$ cat src/rtl/mem_port_arbiter.sv
// mem_port_arbiter: shares one synchronous 256x8 memory between instruction
// fetch (if), CPU load/store (dm) and the host loader (hs). One access is in
// flight at a time; each takes IDLE -> ACCESS -> RESP. Round-robin priority
// over hs, dm, if, with a host lock for burst loads and a watchdog that breaks
// a lock the host has left idle.
module mem_port_arbiter #(
  parameter int ADDR_W   = 8,
  parameter int DATA_W   = 8,
  parameter int LOCK_MAX = 64
) (
  input  logic              clk,
  input  logic              rst,
  input  logic              if_req,
  input  logic [ADDR_W-1:0] if_addr,
  output logic              if_gnt,
  output logic              if_ack,
  input  logic              dm_req,
  input  logic              dm_we,
  input  logic [ADDR_W-1:0] dm_addr,
  input  logic [DATA_W-1:0] dm_wdata,
  output logic              dm_gnt,
  output logic              dm_ack,
  input  logic              hs_req,
  input  logic              hs_we,
  input  logic [ADDR_W-1:0] hs_addr,
  input  logic [DATA_W-1:0] hs_wdata,
  input  logic              hs_lock,
  output logic              hs_gnt,
  output logic              hs_ack,
  output logic [DATA_W-1:0] rdata,
  output logic              lock_err,
  output logic              mem_en,
  output logic              mem_we,
  output logic [ADDR_W-1:0] mem_addr,
  output logic [DATA_W-1:0] mem_wdata,
  input  logic [DATA_W-1:0] mem_rdata
);

  localparam int CNT_W = $clog2(LOCK_MAX + 1);

  // Requester indices double as bit positions in the gnt/ack vectors.
  localparam logic [1:0] R_HS = 2'd0;
  localparam logic [1:0] R_DM = 2'd1;
  localparam logic [1:0] R_IF = 2'd2;

  typedef enum logic [1:0] {S_IDLE, S_ACCESS, S_RESP} state_t;

  state_t            state_q;
  logic [1:0]        ptr_q;      // first requester searched in the next IDLE
  logic [1:0]        sel_q;      // winner of the access in flight
  logic              lock_q;
  logic              lock_err_q;
  logic [CNT_W-1:0]  wd_cnt_q;
  logic [2:0]        gnt_q;
  logic [2:0]        ack_q;
  logic              mem_en_q;
  logic              mem_we_q;
  logic              acc_we_q;   // in-flight access is a write
  logic [ADDR_W-1:0] mem_addr_q;
  logic [DATA_W-1:0] mem_wdata_q;
  logic [DATA_W-1:0] rdata_q;

  function automatic logic [1:0] rr_next(input logic [1:0] p);
    return (p == R_IF) ? R_HS : p + 2'd1;
  endfunction

  logic              lock_live, wd_fire, lock_hold, win_vld;
  logic [2:0]        elig;
  logic [1:0]        o1, o2, win;
  logic              w_we;
  logic [ADDR_W-1:0] w_addr;
  logic [DATA_W-1:0] w_wdata;

  // IDLE-cycle arbitration: lock/watchdog eligibility, then round-robin pick.
  always_comb begin
    lock_live = lock_q & hs_lock;
    // Fires on the LOCK_MAX-th idle cycle of a held lock; the freed slot is
    // arbitrated in the same cycle.
    wd_fire   = lock_live & ~hs_req & (wd_cnt_q == CNT_W'(LOCK_MAX - 1));
    lock_hold = lock_live & ~wd_fire;
    // Dropping hs_lock frees the other requesters in that same cycle.
    elig      = lock_hold ? {2'b00, hs_req} : {if_req, dm_req, hs_req};
    o1        = rr_next(ptr_q);
    o2        = rr_next(o1);
    win_vld   = |elig;
    if (elig[ptr_q])   win = ptr_q;
    else if (elig[o1]) win = o1;
    else               win = o2;
  end

  // Winner's request fields.
  always_comb begin
    w_we    = 1'b0;
    w_addr  = if_addr;
    w_wdata = '0;
    case (win)
      R_HS: begin w_we = hs_we; w_addr = hs_addr; w_wdata = hs_wdata; end
      R_DM: begin w_we = dm_we; w_addr = dm_addr; w_wdata = dm_wdata; end
      default: ;
    endcase
  end

  // Access FSM with registered handshakes, memory controls, lock and watchdog.
  always_ff @(posedge clk) begin
    if (rst) begin
      state_q     <= S_IDLE;
      ptr_q       <= R_HS;
      sel_q       <= R_HS;
      lock_q      <= 1'b0;
      lock_err_q  <= 1'b0;
      wd_cnt_q    <= '0;
      gnt_q       <= '0;
      ack_q       <= '0;
      mem_en_q    <= 1'b0;
      mem_we_q    <= 1'b0;
      acc_we_q    <= 1'b0;
      mem_addr_q  <= '0;
      mem_wdata_q <= '0;
      rdata_q     <= '0;
    end else begin
      gnt_q    <= '0;
      ack_q    <= '0;
      mem_en_q <= 1'b0;
      mem_we_q <= 1'b0;
      case (state_q)
        S_IDLE: begin
          if (wd_fire) lock_err_q <= 1'b1;
          if (win_vld && win == R_HS) lock_q <= hs_lock;
          else if (!lock_hold)        lock_q <= 1'b0;
          if ((win_vld && win == R_HS) || !lock_hold) wd_cnt_q <= '0;
          else if (!hs_req)                           wd_cnt_q <= wd_cnt_q + CNT_W'(1);
          if (win_vld) begin
            sel_q       <= win;
            ptr_q       <= rr_next(win);
            gnt_q       <= 3'b001 << win;
            mem_en_q    <= 1'b1;
            mem_we_q    <= w_we;
            acc_we_q    <= w_we;
            mem_addr_q  <= w_addr;
            mem_wdata_q <= w_wdata;
            state_q     <= S_ACCESS;
          end
        end
        S_ACCESS: begin
          ack_q   <= 3'b001 << sel_q;
          state_q <= S_RESP;
        end
        S_RESP: begin
          if (!acc_we_q) rdata_q <= mem_rdata;
          state_q <= S_IDLE;
        end
        default: state_q <= S_IDLE;
      endcase
    end
  end

  // A reset landing on the grant or response cycle suppresses that handshake.
  assign {if_gnt, dm_gnt, hs_gnt} = gnt_q & {3{~rst}};
  assign {if_ack, dm_ack, hs_ack} = ack_q & {3{~rst}};

  // Memory read data arrives during RESP; pass it through while ack is high,
  // otherwise show the last read value.
  assign rdata     = (state_q == S_RESP && !acc_we_q && !rst) ? mem_rdata : rdata_q;
  assign lock_err  = lock_err_q;
  assign mem_en    = mem_en_q;
  assign mem_we    = mem_we_q;
  assign mem_addr  = mem_addr_q;
  assign mem_wdata = mem_wdata_q;

endmodule

$ cat config.mk
export PLATFORM = sky130hd
export DESIGN_NAME = mem_port_arbiter
export DESIGN_NICKNAME = d
export VERILOG_FILES = /design/src/rtl/mem_port_arbiter.sv
export SDC_FILE = /design/constraint.sdc
export NUM_CORES = 1
export LEC_CHECK = 0
export BUFFER_PORTS_ARGS = -buffer_cell sky130_fd_sc_hd__buf_2
export CORE_UTILIZATION = 54
export CTS_BUF_LIST = sky130_fd_sc_hd__clkbuf_8
export CTS_CLUSTER_DIAMETER = 30
export DETAILED_ROUTE_END_ITERATION = 16
export GPL_TIMING_DRIVEN = 0
export PLACE_DENSITY = 0.95
export SYNTH_ARGS = -nofsm -noshare
export SYNTH_HDL_FRONTEND = slang
export SYNTH_SLANG_ARGS = --single-unit
$ cat constraint.sdc
create_clock -name clk -period 4.8 [get_ports clk]
set_input_delay 0.72 -clock clk [delete_from_list [all_inputs] [get_ports clk]]
set_output_delay 0.72 -clock clk [all_outputs]
set_load 0.03 [all_outputs]
==> Yosys cells after proc, flatten, opt, wreduce, memory -nomap -nowiden <==
Cells that the tools add are included.
{ "op_classes": {"n_addsub": 4, "order_cmp": 2, "n_eq_ne": 10, "n_shift": 2, "n_mux": 21, "n_bitwise": 13, "reduce_logical": 18} }
{ "ops": {"columns": ["operator", "count"], "rows": [
  ["$pmux 8 s2", 2],
  ["$mux 7", 2],
  ["$mux 2", 6],
  ["$reduce_and 2->1", 5],
  ["$eq 2x2->1 const B", 4],
  ["$mux 8", 1],
  ["$add 7x1->7 const B", 1],
  ["$eq 7x6->1 const B", 1],
  ["$not 1->1", 7],
  ["$add 2x1->2 const B", 3],
  ["$and 3x3->3", 2],
  ["$lt 2x3->1 const B", 2],
  ["$reduce_or 3->1", 2],
  ["$shl 1x2->3 const A", 2],
  ["$mux 1", 5],
  ["$and 1x1->1", 4],
  ["$bmux 1 s2", 2],
  ["$eq 2x1->1 const B", 2],
  ["$logic_not 2->1", 2],
  ["$ne 2x1->1 const B", 2],
  ["$pmux 2 s2", 1],
  ["$reduce_or 2->1", 2],
  ["$logic_and 1x1->1", 3],
  ["$logic_not 1->1", 3],
  ["other kinds (4)", 4]
]} }
{ "word_totals": {"regBits": 48, "in_bits": 56, "out_inout_bits": 33, "elab_cells": 84} }

==> Longest topological paths before layout <==
Gate-level depths: netlist of run 1.
{ "logic_depth": {"ltp_word": 15, "ltp_mapped": 8, "mapped_depth_nobuf": 7} }

==> Least setup slack after synthesis of run 1 <==
Ideal clock, no wire load.
{ "synth_path": {"kind": "input port to output port", "start": "input rst", "end": "output rdata[5]", "arrival_ns": 1.961, "required_ns": 4.080, "path_slack_ns": 2.119, "stages": 5, "path_buffers": 2, "cell_sequence": "inv_1 -> and3_1 -> clkbuf_1 -> buf_1 -> mux2_2"} }
{ "synth_between": {"elab_chain_cells": 3} }
{ "synth_lines": {"columns": ["element", "line_no", "source"], "rows": [
  ["from (decl)", "12", "input logic rst,"],
  ["$logic_not 1->1", "163", "assign rdata = (state_q == S_RESP && !acc_we_q && !rst) ? mem_rdata : rdata_q;"],
  ["$logic_and 1x1->1", "163", null],
  ["$mux 8", "163", null],
  ["to (decl)", "30", "output logic [DATA_W-1:0] rdata,"]
]} }
No other way between the ends.

==> Final worst setup path of run 1 <==
{ "layout_path": {"start": "input rst", "end": "output rdata[6]"} }
The elaborated chain is that of the path after synthesis.

==> results of run 1 <==
==> layout make-up <==
class                   count  share of cell area
well taps                  50              0.0219
clock buffers               5              0.0241
multi-input cells         183               0.423
flip-flops and latches     48               0.336
clock inverters             2             0.00306
inverters                   6             0.00787
plain buffers              18              0.0324
repair buffers             87               0.152
==> worst paths after layout <==
check	to	start	slack [ns]
worst max-delay path	rdata[6]	rst	1.67
worst min-delay path	wd_cnt_q[1]	wd_cnt_q[1]	0.48
worst min register to register	wd_cnt_q[1]	wd_cnt_q[1]	0.48
worst max register to register	mem_addr[1]	wd_cnt_q[0]	2.37
==> sequential cells by signal, indices dropped and copies added, names as in the netlist <==
name / flops
lock_q: 1
mem_addr: 8
gnt_q: 3
mem_we: 1
state_q: 2
mem_en: 1
lock_err: 1
ptr_q: 2
mem_wdata: 8
ack_q: 3
acc_we_q: 1
rdata_q: 8
wd_cnt_q: 7
sel_q: 2
==> worst reg2reg max path: stages, from the launching register on <==
cell and delay [ns]:
dfxtp_1 0.33, ha_1 0.22, and3_4 0.19, buf_6 0.13, a21o_1 0.22, a21oi_1 0.55, buf_2 0.34, o21ai_0 0.14
a41oi_1 0.23
==> cells in the final DEF, fill, tap and decap left out, types with 2 or more instances in the layout <==
cell      count
buf_2        92
dfxtp_1      48
o21ai_0      34
nand2_1      19
nor2_1       17
o211ai_1     16
a21oi_1      10
a41oi_1      10
a31oi_1      10
mux2_2        9
a22o_1        9
inv_1         7
clkbuf_1      7
nor2b_1       6
clkbuf_8      5
buf_4         3
nor3b_1       3
o211a_1       3
nand3b_1      3
nand3_1       3
and3_1        2
buf_1         2
a21o_1        2
o21ai_1       2
a211oi_1      2
==> per-layer routing <==
| layer | routed length, um | up-vias | track usage |
|---|---|---|---|
| met3 | 457 | 12 | 0.0702 |
| met2 | 3020 | 104 | 0.485 |
| met4 | 119 | 0 | 0.141 |
| li1 | - | 1155 | - |
| met5 | 0 | - | 0 |
| met1 | 2690 | 1143 | 0.355 |
==> power by group through the flow <==
stage | clock network [mW] | logic, mW | registers, mW
finish | 0.227 | 0.299 | 0.462
global route | 0.246 | 0.324 | 0.466
CTS | 0.234 | 0.295 | 0.461
detailed placement | 0 | 0.295 | 0.469
global placement | 0 | 0.285 | 0.468
floorplan | 0 | 0.157 | 0.511
==> cells by family (layout without fill, tap and decap cells) <==
| group | after synthesis | count (layout) |
|---|---|---|
| AOI/OAI and AO/OA | 108 | 108 |
| and+or+nand+nor | 64 | 64 |
| DFF | 48 | 48 |
| buffers and inverters | 24 | 118 |
| muxes | 10 | 10 |
| adders and majority gates | 1 | 1 |
==> per-stage QoR <==
stage	cell area (um2)	utilization	worst slack (ns)
after floorplan	2280	-	2.12
after global placement	2780	0.691	1.70
after detailed placement	2780	0.691	1.69
after CTS	2860	0.710	1.67
after global routing	2860	0.710	1.53
final	2860	0.710	1.67
==> impl_metrics.json, run 1 <==
{
  "status": "completed",
  "netlist_instances": 255,
  "numPortBuffers": 87,
  "synth_top_area_cell": "dfxtp_1",
  "comb_power_share": 0.302,
  "cts_sinks": 48,
  "ios": 89,
  "synth_edf_count": 0,
  "fin_cells": 399,
  "sw_frac_of_total": 0.355,
  "clk_latency_ns": 0.30,
  "hold_viol_final": 0,
  "total_power_mw": 0.988,
  "crit_path_frequent_cell": "buf_2",
  "worstSetupStartpointType": "primary input",
  "grt_overflow": 0,
  "setup-tns-final_ns": 0,
  "synth_top_family_by_area": "compound AO/OA/AOI/OAI gates",
  "syn_area_per_cell_um2": 8.96,
  "leakage_nw": 1.27,
  "synth.area.top_cells": "dfxtp_1, o21ai_0, o211ai_1, mux2_2, a41oi_1",
  "power_density_mw_per_mm2": 345,
  "ant_nets": 0,
  "diodes": 0,
  "post_drt_wl_per_cell_um": 15.8,
  "synth_adder_area_share": 0.00548,
  "crit_required_ns": 4.08,
  "drt_iter0_drc": 178,
  "drv_cap": 0,
  "setup_viol": 0,
  "areaGrowthSynthToFinish_pct": 25.2,
  "htreeDepth": 2,
  "period_share": 0.652,
  "rsz0062_at_grt": "no",
  "cpPeakStageDelay_ns": 0.40,
  "dieHeight_um": 67.0,
  "cts_tree": "yes",
  "row_count": 23,
  "ys_top_cells_by_count": "dfxtp_1, o21ai_0, nand2_1",
  "grt_pass1_wl_mm": 9.98,
  "seq_area_um2": 961,
  "r2r_cells": 8,
  "ir_drop_mv": 0.211,
  "maxSlewViolCount": 0,
  "whs_path_depth": 2,
  "multi_input_area_mm2": 0.00121,
  "crit_slowest_cell": "buf_1",
  "skew_ns": 0.00160,
  "muxShareOfSynthArea": 0.0487,
  "finalCriticalPeriod_ns": 3.13,
  "power_frac_seq": 0.468,
  "cp.depth": 7,
  "yosysSeqAreaShare": 0.421,
  "initial_core_util": 0.567,
  "async_flop_share": 0,
  "die_x_um": 67.0,
  "critPathTopFamily": "buffers and inverters",
  "ys_ff_latch": 48,
  "synth.most_common_cell": "dfxtp_1",
  "hold_class": "flop to flop",
  "syn_area_mm2": 0.00228,
  "power_frac_clock": 0.230,
  "avgViaCountPerCell": 6.05,
  "worstPathCellList": "buf_2 > inv_1 > and3_1 > clkbuf_1 > buf_1 > mux2_2 > buf_2",
  "dp.cells": 392,
  "yosysTopAreaCellShare": 0.421,
  "cts_buffers": 5,
  "core_area_mm2": 0.00403,
  "synthXorXnorAreaFrac": 0,
  "critPathBufInv": 5,
  "antenna_found_initial": 0,
  "switching_power_mw": 0.351,
  "dieArea_mm2": 0.00450,
  "drc": 0,
  "cp_data_arrival_time_ns": 2.41,
  "worst_pin_slew_ns": 1.02,
  "finalWirelength_mm": 6.29,
  "grtUsageTotal": 0.295,
  "dr_total_vias": 2414,
  "dpl.hpwl_mm": 4.59,
  "synth_cell_types": 48,
  "yosysWarningCount": 0,
  "grt_max_degree": 14,
  "worst-setup-path-type": "primary input to output pin",
  "clockBufferDepth": 2,
  "final_layout_size_suffix_gt1_frac": 0.341,
  "synthSimpleGateAreaFrac": 0.148,
  "endpoint_kind": "output pin",
  "cts.clk_slew.worst_paths_ns": 0.08,
  "post_cts_buffers": 0,
  "hold-worst-slack_ns": 0.476,
  "fin_nets": 406,
  "crit_fanout": 10,
  "cts-root-buf": "clkbuf_8",
  "globalplace.congestion": 0.848,
  "drtPass1Iterations": 4,
  "ctsResizeCount": 0,
  "ys.flop_type": "dfxtp_1",
  "synth_compound_area_frac": 0.327,
  "clock.fmax_mhz": 319,
  "synth_nets": 312,
  "p_int_mw": 0.637,
  "cts_hold_buffers": 0,
  "slew_headroom": 0.314,
  "grt_pass1_vias": 2234,
  "n_fill_cell": 333
}
Power figures use the tool's default switching activity.
==> run 2, diff against run 1 <==
Settings changed: CORE_UTILIZATION 54 to 50, PLACE_DENSITY 0.95 to 0.92.
Clock period 4.8 ns to 3.1 ns, I/O delays scaled along.
==> impl_metrics.json, run 2 (synthesis results as in run 1) <==
{
  "power_density_mw_per_mm2": 546,
  "ios": 89,
  "switching_power_mw": 0.557,
  "cts_buffers": 5,
  "sw_frac_of_total": 0.354,
  "areaGrowthSynthToFinish_pct": 26.2,
  "p_int_mw": 1.02,
  "dr_total_vias": 2410,
  "htreeDepth": 2,
  "finalWirelength_mm": 6.12,
  "setup_viol": 0,
  "cp_data_arrival_time_ns": 2.20,
  "post_drt_wl_per_cell_um": 15.2,
  "initial_core_util": 0.521,
  "period_share": 0.859,
  "dieHeight_um": 69.6,
  "setup-tns-final_ns": 0,
  "drc": 0,
  "power_frac_clock": 0.256,
  "layout_commonest_cell": "buf_2",
  "globalplace.congestion": 0.847,
  "status": "completed",
  "diodes": 0,
  "cts-root-buf": "clkbuf_8",
  "dieArea_mm2": 0.00484,
  "ir_drop_mv": 0.289,
  "numPortBuffers": 87,
  "clk_latency_ns": 0.31,
  "die_x_um": 69.6,
  "drt_iter0_drc": 181,
  "cts_sinks": 48,
  "fin_nets": 406,
  "cts_tree": "yes",
  "power_frac_seq": 0.454,
  "ant_nets": 0,
  "row_count": 24,
  "core_area_mm2": 0.00438,
  "cts_hold_buffers": 0,
  "worst_pin_slew_ns": 1.23,
  "slew_headroom": 0.173,
  "crit_required_ns": 2.63,
  "rsz0062_at_grt": "no",
  "cpPeakStageDelay_ns": 0.41,
  "final_cell_mix": "buf_2, dfxtp_1, o21ai_0, nand2_1, nor2_1",
  "final_layout_size_suffix_gt1_frac": 0.346,
  "worstSetupStartpointType": "flop",
  "leakage_nw": 1.27,
  "grtUsageTotal": 0.260,
  "post_cts_buffers": 0,
  "hold_class": "primary input to flop",
  "skew_ns": 0.00747,
  "drv_cap": 0,
  "grt_pass1_wl_mm": 10.2,
  "grt_overflow": 0,
  "worst-setup-path-type": "flop to output pin",
  "comb_power_share": 0.291,
  "antenna_found_initial": 0,
  "critPathTopFamily": "buffers and inverters",
  "drtPass1Iterations": 4,
  "grt_max_degree": 16,
  "avgViaCountPerCell": 6.00,
  "cts.clk_slew.worst_paths_ns": 0.09,
  "grt_pass1_vias": 2252,
  "clockBufferDepth": 2,
  "ctsResizeCount": 0,
  "hold_viol_final": 0,
  "clock.fmax_mhz": 375,
  "hold-worst-slack_ns": 0.388,
  "dpl.hpwl_mm": 4.42,
  "crit_slowest_cell": "buf_1",
  "worstPathCellList": "nor2_1 > and3_1 > clkbuf_1 > buf_1 > mux2_2 > buf_2",
  "maxSlewViolCount": 0,
  "endpoint_kind": "output pin",
  "finalCriticalPeriod_ns": 2.66,
  "critPathBufInv": 3,
  "crit_fanout": 10
}
==> run 2: cell types whose count changed in the layout (fill, tap and decap cells not counted), sizes merged <==
cell / delta
clkinv: -1
clkinvlp: +2
clkbuf: +1
inv: -1
==> run 2: path summary, 6_finish.rpt <==
| kind | from | end | slack (ns) | cells past startpoint |
|---|---|---|---|---|
| setup / recovery | state_q[0] | rdata[5] | 0.44 | 6 |
| hold / removal | mem_rdata[3] | rdata_q[3] | 0.39 | 2 |
| setup reg to reg | wd_cnt_q[0] | mem_addr[1] | 0.80 | 8 |
| hold reg to reg | lock_err | lock_err | 0.47 | 2 |
==> run 2: routing by layer <==
| metal | track usage | part of all wire | up-vias | routed length (um) |
|---|---|---|---|---|
| li1 | - | - | 1154 | - |
| met1 | 0.314 | 0.43 | 1147 | 2630 |
| met2 | 0.455 | 0.50 | 98 | 3060 |
| met3 | 0.0567 | 0.056 | 11 | 342 |
| met4 | 0.0907 | 0.013 | 0 | 79 |
| met5 | 0 | 0 | - | 0 |
==> run 2: per-stage QoR <==
stage	cell area, um2	instances	worst slack, ns	power [mW]	utilization
floorplan	2280	255	0.929	1.03	-
global placement	2790	394	0.534	1.17	0.635
detailed placement	2790	394	0.520	1.18	0.635
CTS	2880	402	0.425	1.57	0.658
global route	2880	402	0.248	1.65	0.658
finish	2880	402	0.437	1.57	0.658
==> run 2: area by class of cell <==
cell class,instances,area [um2]
fillers,363,1500
multi-input cells,183,1210
flip-flops and latches,48,961
repair buffers,87,435
plain buffers,18,92.6
clock buffers,6,82.6
well taps,52,65.1
inverters,6,22.5
clock inverters,2,15.0
==> run 2: power groups by stage <==
| stage | sequential, mW | combinational, mW | clock (mW) |
|---|---|---|---|
| 3_5_place_dp | 0.725 | 0.453 | 0 |
| 4_1_cts | 0.713 | 0.455 | 0.406 |
| 6_report | 0.714 | 0.457 | 0.402 |
| 3_3_place_gp | 0.724 | 0.441 | 0 |
| 2_1_floorplan | 0.792 | 0.243 | 0 |
| 5_1_grt | 0.721 | 0.493 | 0.432 |
==> run 2: worst register-to-register path, cell delays in order, from the launching register on <==
cell and delay (ns):
dfxtp_1 0.34, ha_1 0.23, and3_4 0.19, buf_6 0.13, a21o_1 0.21, a21oi_1 0.51
buf_2 0.33, o21ai_0 0.11, a41oi_1 0.17
